--- config.mk ---
export PLATFORM = sky130hd
export DESIGN_NAME = asi_arb_flat
export DESIGN_NICKNAME = d
export VERILOG_FILES = /design/src/rtl/asi_arb_if.sv /design/src/rtl/asi_arb.sv /design/src/flat_wrapper.sv
export SDC_FILE = /design/constraint.sdc
export NUM_CORES = 1
export LEC_CHECK = 0
export CORE_UTILIZATION = 41
export CTS_BUF_LIST = sky130_fd_sc_hd__clkbuf_16
export CTS_CLUSTER_DIAMETER = 150
export CTS_CLUSTER_SIZE = 25
export DETAILED_ROUTE_END_ITERATION = 10
export PLACE_DENSITY = 0.86
export SLEW_MARGIN = 15
export SYNTH_ARGS = -nofsm -noshare
export SYNTH_HDL_FRONTEND = slang
export SYNTH_SLANG_ARGS = --single-unit
export TNS_END_PERCENT = 30
--- constraint.sdc ---
create_clock -name usr_clk -period 1.9 [get_ports usr_clk]
set_input_delay 0.475 -clock usr_clk [delete_from_list [all_inputs] [get_ports usr_clk]]
set_output_delay 0.475 -clock usr_clk [all_outputs]
set_load 0.01 [all_outputs]
--- src/rtl/asi_arb_if.sv ---
// Shared-memory arbitration bus between a write master, a read master and asi_arb.
// Request/grant: a side holds *request high while it has a burst pending. It may issue beats only while
// its grant is high, and it ends the burst with a beat carrying *last. The grant is held from the first beat to the last beat.
interface asi_arb_if;
    logic       usr_wrequest;
    logic       usr_we;
    logic       usr_wlast;
    logic       usr_wgrant;
    logic       usr_rrequest;
    logic       usr_re;
    logic       usr_rlast;
    logic       usr_rgrant;
    logic       usr_sel;
    logic       arb_busy;
    logic       arb_err;
    logic [1:0] state_dbg;
    logic [7:0] wait_w_dbg;
    logic [7:0] wait_r_dbg;

    modport master (
        output usr_wrequest, usr_we, usr_wlast, usr_rrequest, usr_re, usr_rlast,
        input  usr_wgrant, usr_rgrant, usr_sel, arb_busy, arb_err,
        input  state_dbg, wait_w_dbg, wait_r_dbg
    );

    modport slave (
        input  usr_wrequest, usr_we, usr_wlast, usr_rrequest, usr_re, usr_rlast,
        output usr_wgrant, usr_rgrant, usr_sel, arb_busy, arb_err,
        output state_dbg, wait_w_dbg, wait_r_dbg
    );
endinterface

--- src/rtl/asi_arb.sv ---
// Write/read arbiter for a single-port user memory.
// It supports fixed priority or round-robin, a per-side anti-starvation counter and a sticky protocol error flag.
module asi_arb #(
    parameter int ARB_MODE = 0,
    parameter int MAX_WAIT = 16,
    parameter int CW       = $clog2(MAX_WAIT + 1)
) (
    input logic      usr_clk,
    input logic      usr_reset_n,
    asi_arb_if.slave bus
);

    typedef enum logic [1:0] {
        IDLE  = 2'b00,
        GNT_W = 2'b01,
        GNT_R = 2'b10
    } state_t;

    state_t        state;
    state_t        next_state;
    state_t        arb_next;
    logic          last_r;
    logic          beat_seen;
    logic          sel;
    logic          err;
    logic [CW-1:0] wait_w;
    logic [CW-1:0] wait_r;

    logic owner_last;
    logic early_drop;
    logic arb_point;
    logic starved_w;
    logic starved_r;
    logic pick_w;
    logic err_now;

    always_comb begin
        owner_last = 1'b0;
        early_drop = 1'b0;
        arb_point  = 1'b0;
        starved_w  = (wait_w == CW'(MAX_WAIT));
        starved_r  = (wait_r == CW'(MAX_WAIT));
        pick_w     = 1'b1;
        arb_next   = IDLE;
        next_state = state;

        owner_last = (state == GNT_W && bus.usr_we && bus.usr_wlast) ||
                     (state == GNT_R && bus.usr_re && bus.usr_rlast);
        // The owner may withdraw only before its first beat; after that the grant is locked.
        early_drop = !beat_seen &&
                     ((state == GNT_W && !bus.usr_wrequest && !bus.usr_we) ||
                      (state == GNT_R && !bus.usr_rrequest && !bus.usr_re));
        arb_point  = (state == IDLE) || owner_last || early_drop;

        if (starved_w && !starved_r) begin
            pick_w = 1'b1;
        end else if (starved_r && !starved_w) begin
            pick_w = 1'b0;
        end else if (ARB_MODE == 0) begin
            pick_w = 1'b1;
        end else if (ARB_MODE == 1) begin
            pick_w = 1'b0;
        end else begin
            pick_w = last_r;
        end

        if (bus.usr_wrequest && bus.usr_rrequest) begin
            arb_next = pick_w ? GNT_W : GNT_R;
        end else if (bus.usr_wrequest) begin
            arb_next = GNT_W;
        end else if (bus.usr_rrequest) begin
            arb_next = GNT_R;
        end else begin
            arb_next = IDLE;
        end

        case (state)
            IDLE, GNT_W, GNT_R: begin
                if (arb_point) begin
                    next_state = arb_next;
                end
            end
            default: next_state = IDLE;
        endcase

        err_now = (bus.usr_we && state != GNT_W) ||
                  (bus.usr_re && state != GNT_R) ||
                  (bus.usr_we && bus.usr_re);
    end

    always_ff @(posedge usr_clk or negedge usr_reset_n) begin
        if (!usr_reset_n) begin
            state     <= IDLE;
            last_r    <= 1'b1;
            beat_seen <= 1'b0;
            sel       <= 1'b0;
            err       <= 1'b0;
            wait_w    <= '0;
            wait_r    <= '0;
        end else begin
            state <= next_state;

            if (arb_point) begin
                beat_seen <= 1'b0;
            end else if ((state == GNT_W && bus.usr_we) || (state == GNT_R && bus.usr_re)) begin
                beat_seen <= 1'b1;
            end

            if (next_state == GNT_W) begin
                last_r <= 1'b0;
                sel    <= 1'b0;
            end else if (next_state == GNT_R) begin
                last_r <= 1'b1;
                sel    <= 1'b1;
            end

            if (next_state == GNT_W) begin
                wait_w <= '0;
            end else if (bus.usr_wrequest && state == GNT_R && !starved_w) begin
                wait_w <= wait_w + CW'(1);
            end

            if (next_state == GNT_R) begin
                wait_r <= '0;
            end else if (bus.usr_rrequest && state == GNT_W && !starved_r) begin
                wait_r <= wait_r + CW'(1);
            end

            if (err_now) begin
                err <= 1'b1;
            end
        end
    end

    assign bus.usr_wgrant = (state == GNT_W);
    assign bus.usr_rgrant = (state == GNT_R);
    assign bus.arb_busy   = (state != IDLE);
    assign bus.usr_sel    = sel;
    assign bus.arb_err    = err;
    assign bus.state_dbg  = state;
    assign bus.wait_w_dbg = 8'(wait_w);
    assign bus.wait_r_dbg = 8'(wait_r);

endmodule

--- src/flat_wrapper.sv ---
// flat-port wrapper written by rule: the top's interface ports become plain ports
module asi_arb_flat 
#(
    parameter int ARB_MODE = 0,
    parameter int MAX_WAIT = 16,
    parameter int CW       = $clog2(MAX_WAIT + 1)
)
  (usr_clk, usr_reset_n, bus_usr_wrequest, bus_usr_we, bus_usr_wlast, bus_usr_rrequest, bus_usr_re, bus_usr_rlast, bus_usr_wgrant, bus_usr_rgrant, bus_usr_sel, bus_arb_busy, bus_arb_err, bus_state_dbg, bus_wait_w_dbg, bus_wait_r_dbg);
  asi_arb_if bus_i ();
  input logic usr_clk;
  input logic usr_reset_n;
  input wire logic [$bits(bus_i.usr_wrequest)-1:0] bus_usr_wrequest;
  input wire logic [$bits(bus_i.usr_we)-1:0] bus_usr_we;
  input wire logic [$bits(bus_i.usr_wlast)-1:0] bus_usr_wlast;
  input wire logic [$bits(bus_i.usr_rrequest)-1:0] bus_usr_rrequest;
  input wire logic [$bits(bus_i.usr_re)-1:0] bus_usr_re;
  input wire logic [$bits(bus_i.usr_rlast)-1:0] bus_usr_rlast;
  output wire logic [$bits(bus_i.usr_wgrant)-1:0] bus_usr_wgrant;
  output wire logic [$bits(bus_i.usr_rgrant)-1:0] bus_usr_rgrant;
  output wire logic [$bits(bus_i.usr_sel)-1:0] bus_usr_sel;
  output wire logic [$bits(bus_i.arb_busy)-1:0] bus_arb_busy;
  output wire logic [$bits(bus_i.arb_err)-1:0] bus_arb_err;
  output wire logic [$bits(bus_i.state_dbg)-1:0] bus_state_dbg;
  output wire logic [$bits(bus_i.wait_w_dbg)-1:0] bus_wait_w_dbg;
  output wire logic [$bits(bus_i.wait_r_dbg)-1:0] bus_wait_r_dbg;
  assign bus_i.usr_wrequest = bus_usr_wrequest;
  assign bus_i.usr_we = bus_usr_we;
  assign bus_i.usr_wlast = bus_usr_wlast;
  assign bus_i.usr_rrequest = bus_usr_rrequest;
  assign bus_i.usr_re = bus_usr_re;
  assign bus_i.usr_rlast = bus_usr_rlast;
  assign bus_usr_wgrant = bus_i.usr_wgrant;
  assign bus_usr_rgrant = bus_i.usr_rgrant;
  assign bus_usr_sel = bus_i.usr_sel;
  assign bus_arb_busy = bus_i.arb_busy;
  assign bus_arb_err = bus_i.arb_err;
  assign bus_state_dbg = bus_i.state_dbg;
  assign bus_wait_w_dbg = bus_i.wait_w_dbg;
  assign bus_wait_r_dbg = bus_i.wait_r_dbg;
  asi_arb #(.ARB_MODE(ARB_MODE), .MAX_WAIT(MAX_WAIT), .CW(CW)) u_core (.usr_clk(usr_clk), .usr_reset_n(usr_reset_n), .bus(bus_i));
endmodule
# Word-level counts from Yosys, hierarchy flattened
# Cells that the tools add are included.
totals:
  regBits: 15
  out_inout_bits: 23
  wordCells: 72
classes:
  addsub: 2
  eq_ne: 8
  mux: 16
  reduce_logical: 40
op_table:
  columns: ["operator", "count"]
  rows:
  - ["5-bit 2-to-1 mux", 4]
  - ["1-bit logical AND", 19]
  - ["2-bit 2-to-1 mux", 6]
  - ["5-bit by 1-bit adder with 5-bit output (second input constant)", 2]
  - ["5-bit == test (second input constant)", 2]
  - ["2-bit nonzero test", 5]
  - ["1-bit zero test", 7]
  - ["1-bit logical OR", 7]
  - ["1-bit 2-to-1 mux", 6]
  - ["2-bit by 1-bit == test with 1-bit output (second input constant)", 2]
  - ["2-bit == test (second input constant)", 2]
  - ["3-bit OR reduction", 1]
  - ["2-bit zero test", 1]
  - ["2-bit by 1-bit != test with 1-bit output (second input constant)", 1]
  - ["2-bit != test (second input constant)", 1]

# Depth between registers and ports, before layout
# Gate-level depths: netlist of the first run.
depth:
  depth_word: 12
  ltp_mapped: 10
  mapped_depth_nobuf: 10

# Worst setup path after synthesis of the first run
# No wires, ideal clock.
synth_path:
  path_kind: "reg2reg"
  from: "register u_core.state[1] (netlist: u_core.bus.state_dbg[1])"
  to: "register u_core.wait_r[4]"
  arrival_time_ps: 2057
  t_required_ps: 1808
  slack_ps: -248
  stages_incl_launch_ff: 9
  n_path_buf: 0
  synth_period_minus_slack_ps: 2148
  cell_sequence: "dfrtp_1 nor2b_2 a22oi_2 a2bb2oi_4 mux2i_1 ha_1 a31oi_4 or2_4 o31ai_2"
synth_via:
  elab_chain_cells: 10
  word_cells_on_any_way: 24
  cone_classes: "eq/ne: 3; mux: 3; reduce/logical: 18"
synth_rtl:
  columns: ["item", "line", "text"]
  rows:
  - ["from (decl)", "asi_arb.sv:19", "state_t state;"]
  - ["from (signal assigned)", "asi_arb.sv:101", "state <= next_state;"]
  - ["2-bit == test *", null, null]
  - ["named net bus_usr_rgrant", "flat_wrapper.sv:19", "output wire logic [$bits(bus_i.usr_rgrant)-1:0] bus_usr_rgrant;"]
  - ["1-bit logical AND, on equally long branches (2 in series)", "asi_arb.sv:48, asi_arb.sv:52", null]
  - ["1-bit logical OR, on equally long branches", "asi_arb.sv:47, asi_arb.sv:51", null]
  - ["1-bit logical OR or 1-bit logical AND (tied branches)", "asi_arb.sv:53, asi_arb.sv:50", null]
  - ["1-bit logical OR", "asi_arb.sv:53", "arb_point = (state == IDLE) || owner_last || early_drop;"]
  - ["2-bit 2-to-1 mux", "asi_arb.sv:79", "if (arb_point) begin"]
  - ["2-bit 2-to-1 mux *", "asi_arb.sv:77", "case (state)"]
  - ["named net u_core.next_state[1]", "asi_arb.sv:20", "state_t next_state;"]
  - ["2-bit == test *", "asi_arb.sv:123", "if (next_state == GNT_R) begin"]
  - ["5-bit 2-to-1 mux or 2-bit nonzero test (tied branches)", null, null]
  - ["to (signal assigned)", "asi_arb.sv:126", "wait_r <= wait_r + CW'(1);"]
  - ["to (decl)", "asi_arb.sv:27", "logic [CW-1:0] wait_r;"]
# The timed path passes the listed nets; every way through them passes the cells marked *.
# A chain may end at the register's enable or synchronous reset.

# Worst setup path in the final report of the first run
layout_path:
  from: "register u_core.state[1] (netlist: u_core.bus.state_dbg[1])"
  to: "register u_core.wait_r[4]"
layout_via:
  elab_chain_cells: 10
  word_cells_on_any_way: 24
  cone_classes: "eq/ne: 3; mux: 3; reduce/logical: 18"
layout_rtl:
  columns: ["item", "line"]
  rows:
  - ["2-bit by 1-bit == test with 1-bit output or 2-bit == test (tied branches)", null]
  - ["1-bit logical AND, on equally long branches (2 in series)", null]
  - ["1-bit logical OR, on equally long branches", "asi_arb.sv:47, asi_arb.sv:51"]
  - ["1-bit logical OR or 1-bit logical AND (tied branches)", "asi_arb.sv:53, asi_arb.sv:50"]
  - ["1-bit logical OR", "asi_arb.sv:53"]
  - ["2-bit 2-to-1 mux", "asi_arb.sv:79"]
  - ["2-bit 2-to-1 mux *", "asi_arb.sv:77"]
  - ["named net u_core.next_state[1]", "asi_arb.sv:20"]
  - ["2-bit == test *", "asi_arb.sv:123"]
  - ["5-bit 2-to-1 mux or 2-bit nonzero test (tied branches)", null]
# Marks and branches as above.

==> impl_metrics.yaml, run 1 <==
worst_hold_path:
  whs_endpoint: "u_core.bus.arb_err"
  min_from: "u_core.bus.arb_err"
  whs_path_depth: 1
  min_path_type: "reg2reg"
synth:
  synth.most_common_cell: "dfrtp_1"
  synth_area_per_cell_um2: 10.06
  async_flop_share_pct: 100.0
  synth_area_um2: 985.9
  syn-instance-count: 98
  synth_top_cell_area_share_pct: 38.07
  post-synth-top-area-cell: "dfrtp_1"
  synth-seq-area-share_pct: 38.07
  yosysUniqueCellTypes: 35
  synth_area_leaders: "dfrtp_1 38%, ha_1 8.9%, buf_4 4.6%"
  synth_common_cells: "15 x dfrtp_1, 10 x nor2_1, 7 x ha_1, 7 x o21ai_1"
  synth-edff-count: 0
  yosys_register_bits: 15
  synth.yosys.warnings: 0
  synth_flop_cell: "dfrtp_1"
power:
  switching_power_w: 0.001065
  p_clk_share_pct: 14.9
  p_leak_nw: 0.8193
  p_total_w: 0.002759
  peakVddDrop_uv: 1106
  switching_share_pct: 38.60
  pwr-share-comb_pct: 67.0
  seqPwrFrac_pct: 18.2
  powerDensity_mw_per_mm2: 1565
  p_int_w: 0.001694
clock_tree:
  htree_num_levels: 1
  cts_made_buffers: 3
  clockRootBuffer: "clkbuf_16"
  cts_hold_buf: 0
  cts.path.max_buffers: 2
  cts_tree: "yes"
  clk_pin_slew_worst_paths_ns: 0.05
  clk_latency_ns: 0.25
  cts.sinks: 15
sta:
  setup_ws_ns: -0.2260
  rsz0062_at_grt: "yes"
  fin_crit_sh_pct: 111.9
  finClkSkew_ns: 0.005668
  final-max-slew-violation-count: 0
  fin_crit_ns: 2.126
  finalHoldViolCount: 0
  max_freq_mhz: 470.4
  finalSetupViolCount: 10
die:
  rows: 17
  dieArea_mm2: 0.002605
  core_mm2: 0.002233
  initial_core_util_pct: 44.15
  ios: 31
  die_w_um: 51.04
  die_h_um: 51.04
route:
  drc: 0
  vias: 1037
  wire_per_inst_um: 17.02
  ant_nets: 0
  drtPass1Iterations: 5
  drt-initial-drc-count: 25
  viasPerCell: 5.318
  wirelength_mm: 3.318
layout:
  postLayoutCellArea_mm2: 0.001763
  drive_above_1_share_pct: 44.91
  area_growth_pct: 78.81
  fin_nets: 183
  num_antenna_cells: 0
global_route:
  antenna_found_initial: 0
  overflow: 0
  grt_pass1_vias: 970
  track_usage_pct: 26.26
  grt_first_pass_wirelength_mm: 4.719
  grt_max_degree: 16
setup_path:
  required_ns: 2.03
  worstPathArrival_ns: 2.26
  path_class: "reg2reg"
  r2r_start: "u_core.bus.state_dbg[1]"
  rr_worst_depth: 9
  setup.worst_path.end_class: "register"
  startpoint_type: "register"
  rrSetupSlack_ns: -0.23
  crit_path_max_fanout: 4
  timing.rr.end: "u_core.wait_r[4]"
placement:
  port_buffers: 24
  dpl-instance-area_mm2: 0.001469
  hpwl_mm: 1.992
  globalplace.congestion: 0.7994
job:
  cap_violations: 0
outcome:
  violations: "setup timing"
  status: "finished, violations left"
flip-flops by register name, summed over array words and instances (netlist names):
name	cells
u_core.wait_r	5
u_core.bus.state_dbg	2
u_core.beat_seen	1
u_core.bus.arb_err	1
u_core.wait_w	5
u_core.bus.usr_sel	1
layout make-up:
type | instances | area [um^2]
clock buffer | 3 | 75.07
multi-input combinational | 76 | 693.2
tap | 28 | 35.03
fill | 127 | 470.5
clock inverter | 1 | 5.005
inverter | 6 | 22.52
sequential | 15 | 377.9
timing repair buffer | 66 | 554.3
worst max path at each step:
stage	end	from	depth (start not counted)	slack [ns]
final	u_core.wait_r[4]	u_core.bus.state_dbg[1]	9	-0.23
after global routing	u_core.wait_r[4]	u_core.bus.state_dbg[1]	9	-0.29
after CTS	u_core.wait_r[4]	u_core.bus.state_dbg[1]	8	-0.15
after detailed placement	u_core.wait_r[4]	bus_usr_re	9	-0.72
after global placement	u_core.wait_r[4]	bus_usr_re	8	-0.63
after floorplan	u_core.wait_r[4]	u_core.bus.state_dbg[1]	8	-0.20
cells in the final DEF (no fill, tap or decap), types with 3 or more instances in the layout:
master            n
dfrtp_1          13
ha_4              3
clkdlybuf4s50_1  14
o21ai_2           4
nor2_1            7
ha_1              4
dlygate4sd2_1     7
nand3_1           4
xor2_1            3
nand2_1           5
o21ai_4           3
clkbuf_16         3
o21ai_1           3
conb_1            6
inv_1             6
buf_4            41
stage by stage:
step                utilization [%]  cells  hold WS (ns)  worst slack, ns  TNS [ns]
floorplan                         -    103        0.1794          -0.2002   -0.4773
global placement              65.77    179        0.4670          -0.6268    -5.819
detailed placement            65.77    179        0.4719          -0.7172    -6.888
CTS                           75.24    191        0.4868          -0.1548   -0.4393
global route                  78.94    195        0.5033          -0.2877    -1.890
finish                        78.94    195        0.4879          -0.2260    -1.290
repair_timing:
item	4_1_cts	5_1_grt
gates resized for setup	30	11
setup buffers	8	4
pin swaps	8	6
endpoints found under the setup margin	14	10
cloned	0	0
power groups by stage:
stage | logic [W] | registers (W) | clock network (W)
after global placement | 0.00130 | 0.000482 | 0
after global routing | 0.00197 | 0.000505 | 0.000434
after CTS | 0.00161 | 0.000489 | 0.000417
after floorplan | 0.000608 | 0.000563 | 0
final | 0.00185 | 0.000501 | 0.000410
after detailed placement | 0.00135 | 0.000492 | 0
routing by layer:
metal | up-vias | GRT usage [%] | wire length (um)
met4 | 0 | 12.50 | 141
met5 | - | 0 | 0
met1 | 487 | 29.34 | 1369
met3 | 22 | 5.655 | 161
met2 | 56 | 46.71 | 1646
li1 | 472 | - | -
cell families after synthesis:
group	Yosys count	share of synthesized area, %
AO/OA/AOI/OAI	21	17.39
XOR/XNOR	5	4.442
adder cells (fa/ha/maj)	7	8.883
buffers and inverters	12	6.852
flip-flops	15	38.07
multiplexers	3	3.553
other	1	0.3803
AND/OR/NAND/NOR	34	20.43
worst max-delay path, stage by stage, from the launching register on:
cell	delay [ns]
dfrtp_1	0.42
and2b_4	0.22
a22oi_2	0.18
a2bb2oi_4	0.24
mux2i_4	0.30
ha_4	0.19
a31oi_4	0.05
buf_4	0.16
o21ai_4	0.16
o31ai_4	0.08
No activity file was read; power rests on OpenSTA's default activity.
==> inputs of run 2 (changes only) <==
--- a/config.mk
+++ b/config.mk
@@ -7,7 +7,7 @@
 export LEC_CHECK = 0
 export CORE_UTILIZATION = 41
 export CTS_BUF_LIST = sky130_fd_sc_hd__clkbuf_16
-export CTS_CLUSTER_DIAMETER = 150
+export CTS_CLUSTER_DIAMETER = 120
 export CTS_CLUSTER_SIZE = 25
 export DETAILED_ROUTE_END_ITERATION = 10
 export PLACE_DENSITY = 0.86
==> results of run 2 <==
No change in the layout: final DEF, timing and power equal those of run 1.
==> inputs of run 3 (changes only) <==
--- a/config.mk
+++ b/config.mk
@@ -10,6 +10,7 @@
 export CTS_CLUSTER_DIAMETER = 120
 export CTS_CLUSTER_SIZE = 25
 export DETAILED_ROUTE_END_ITERATION = 10
+export HOLD_SLACK_MARGIN = 0.03
 export PLACE_DENSITY = 0.86
 export SLEW_MARGIN = 15
 export SYNTH_ARGS = -nofsm -noshare
==> results of run 3 <==
No change in the layout: final DEF, timing and power equal those of run 1.
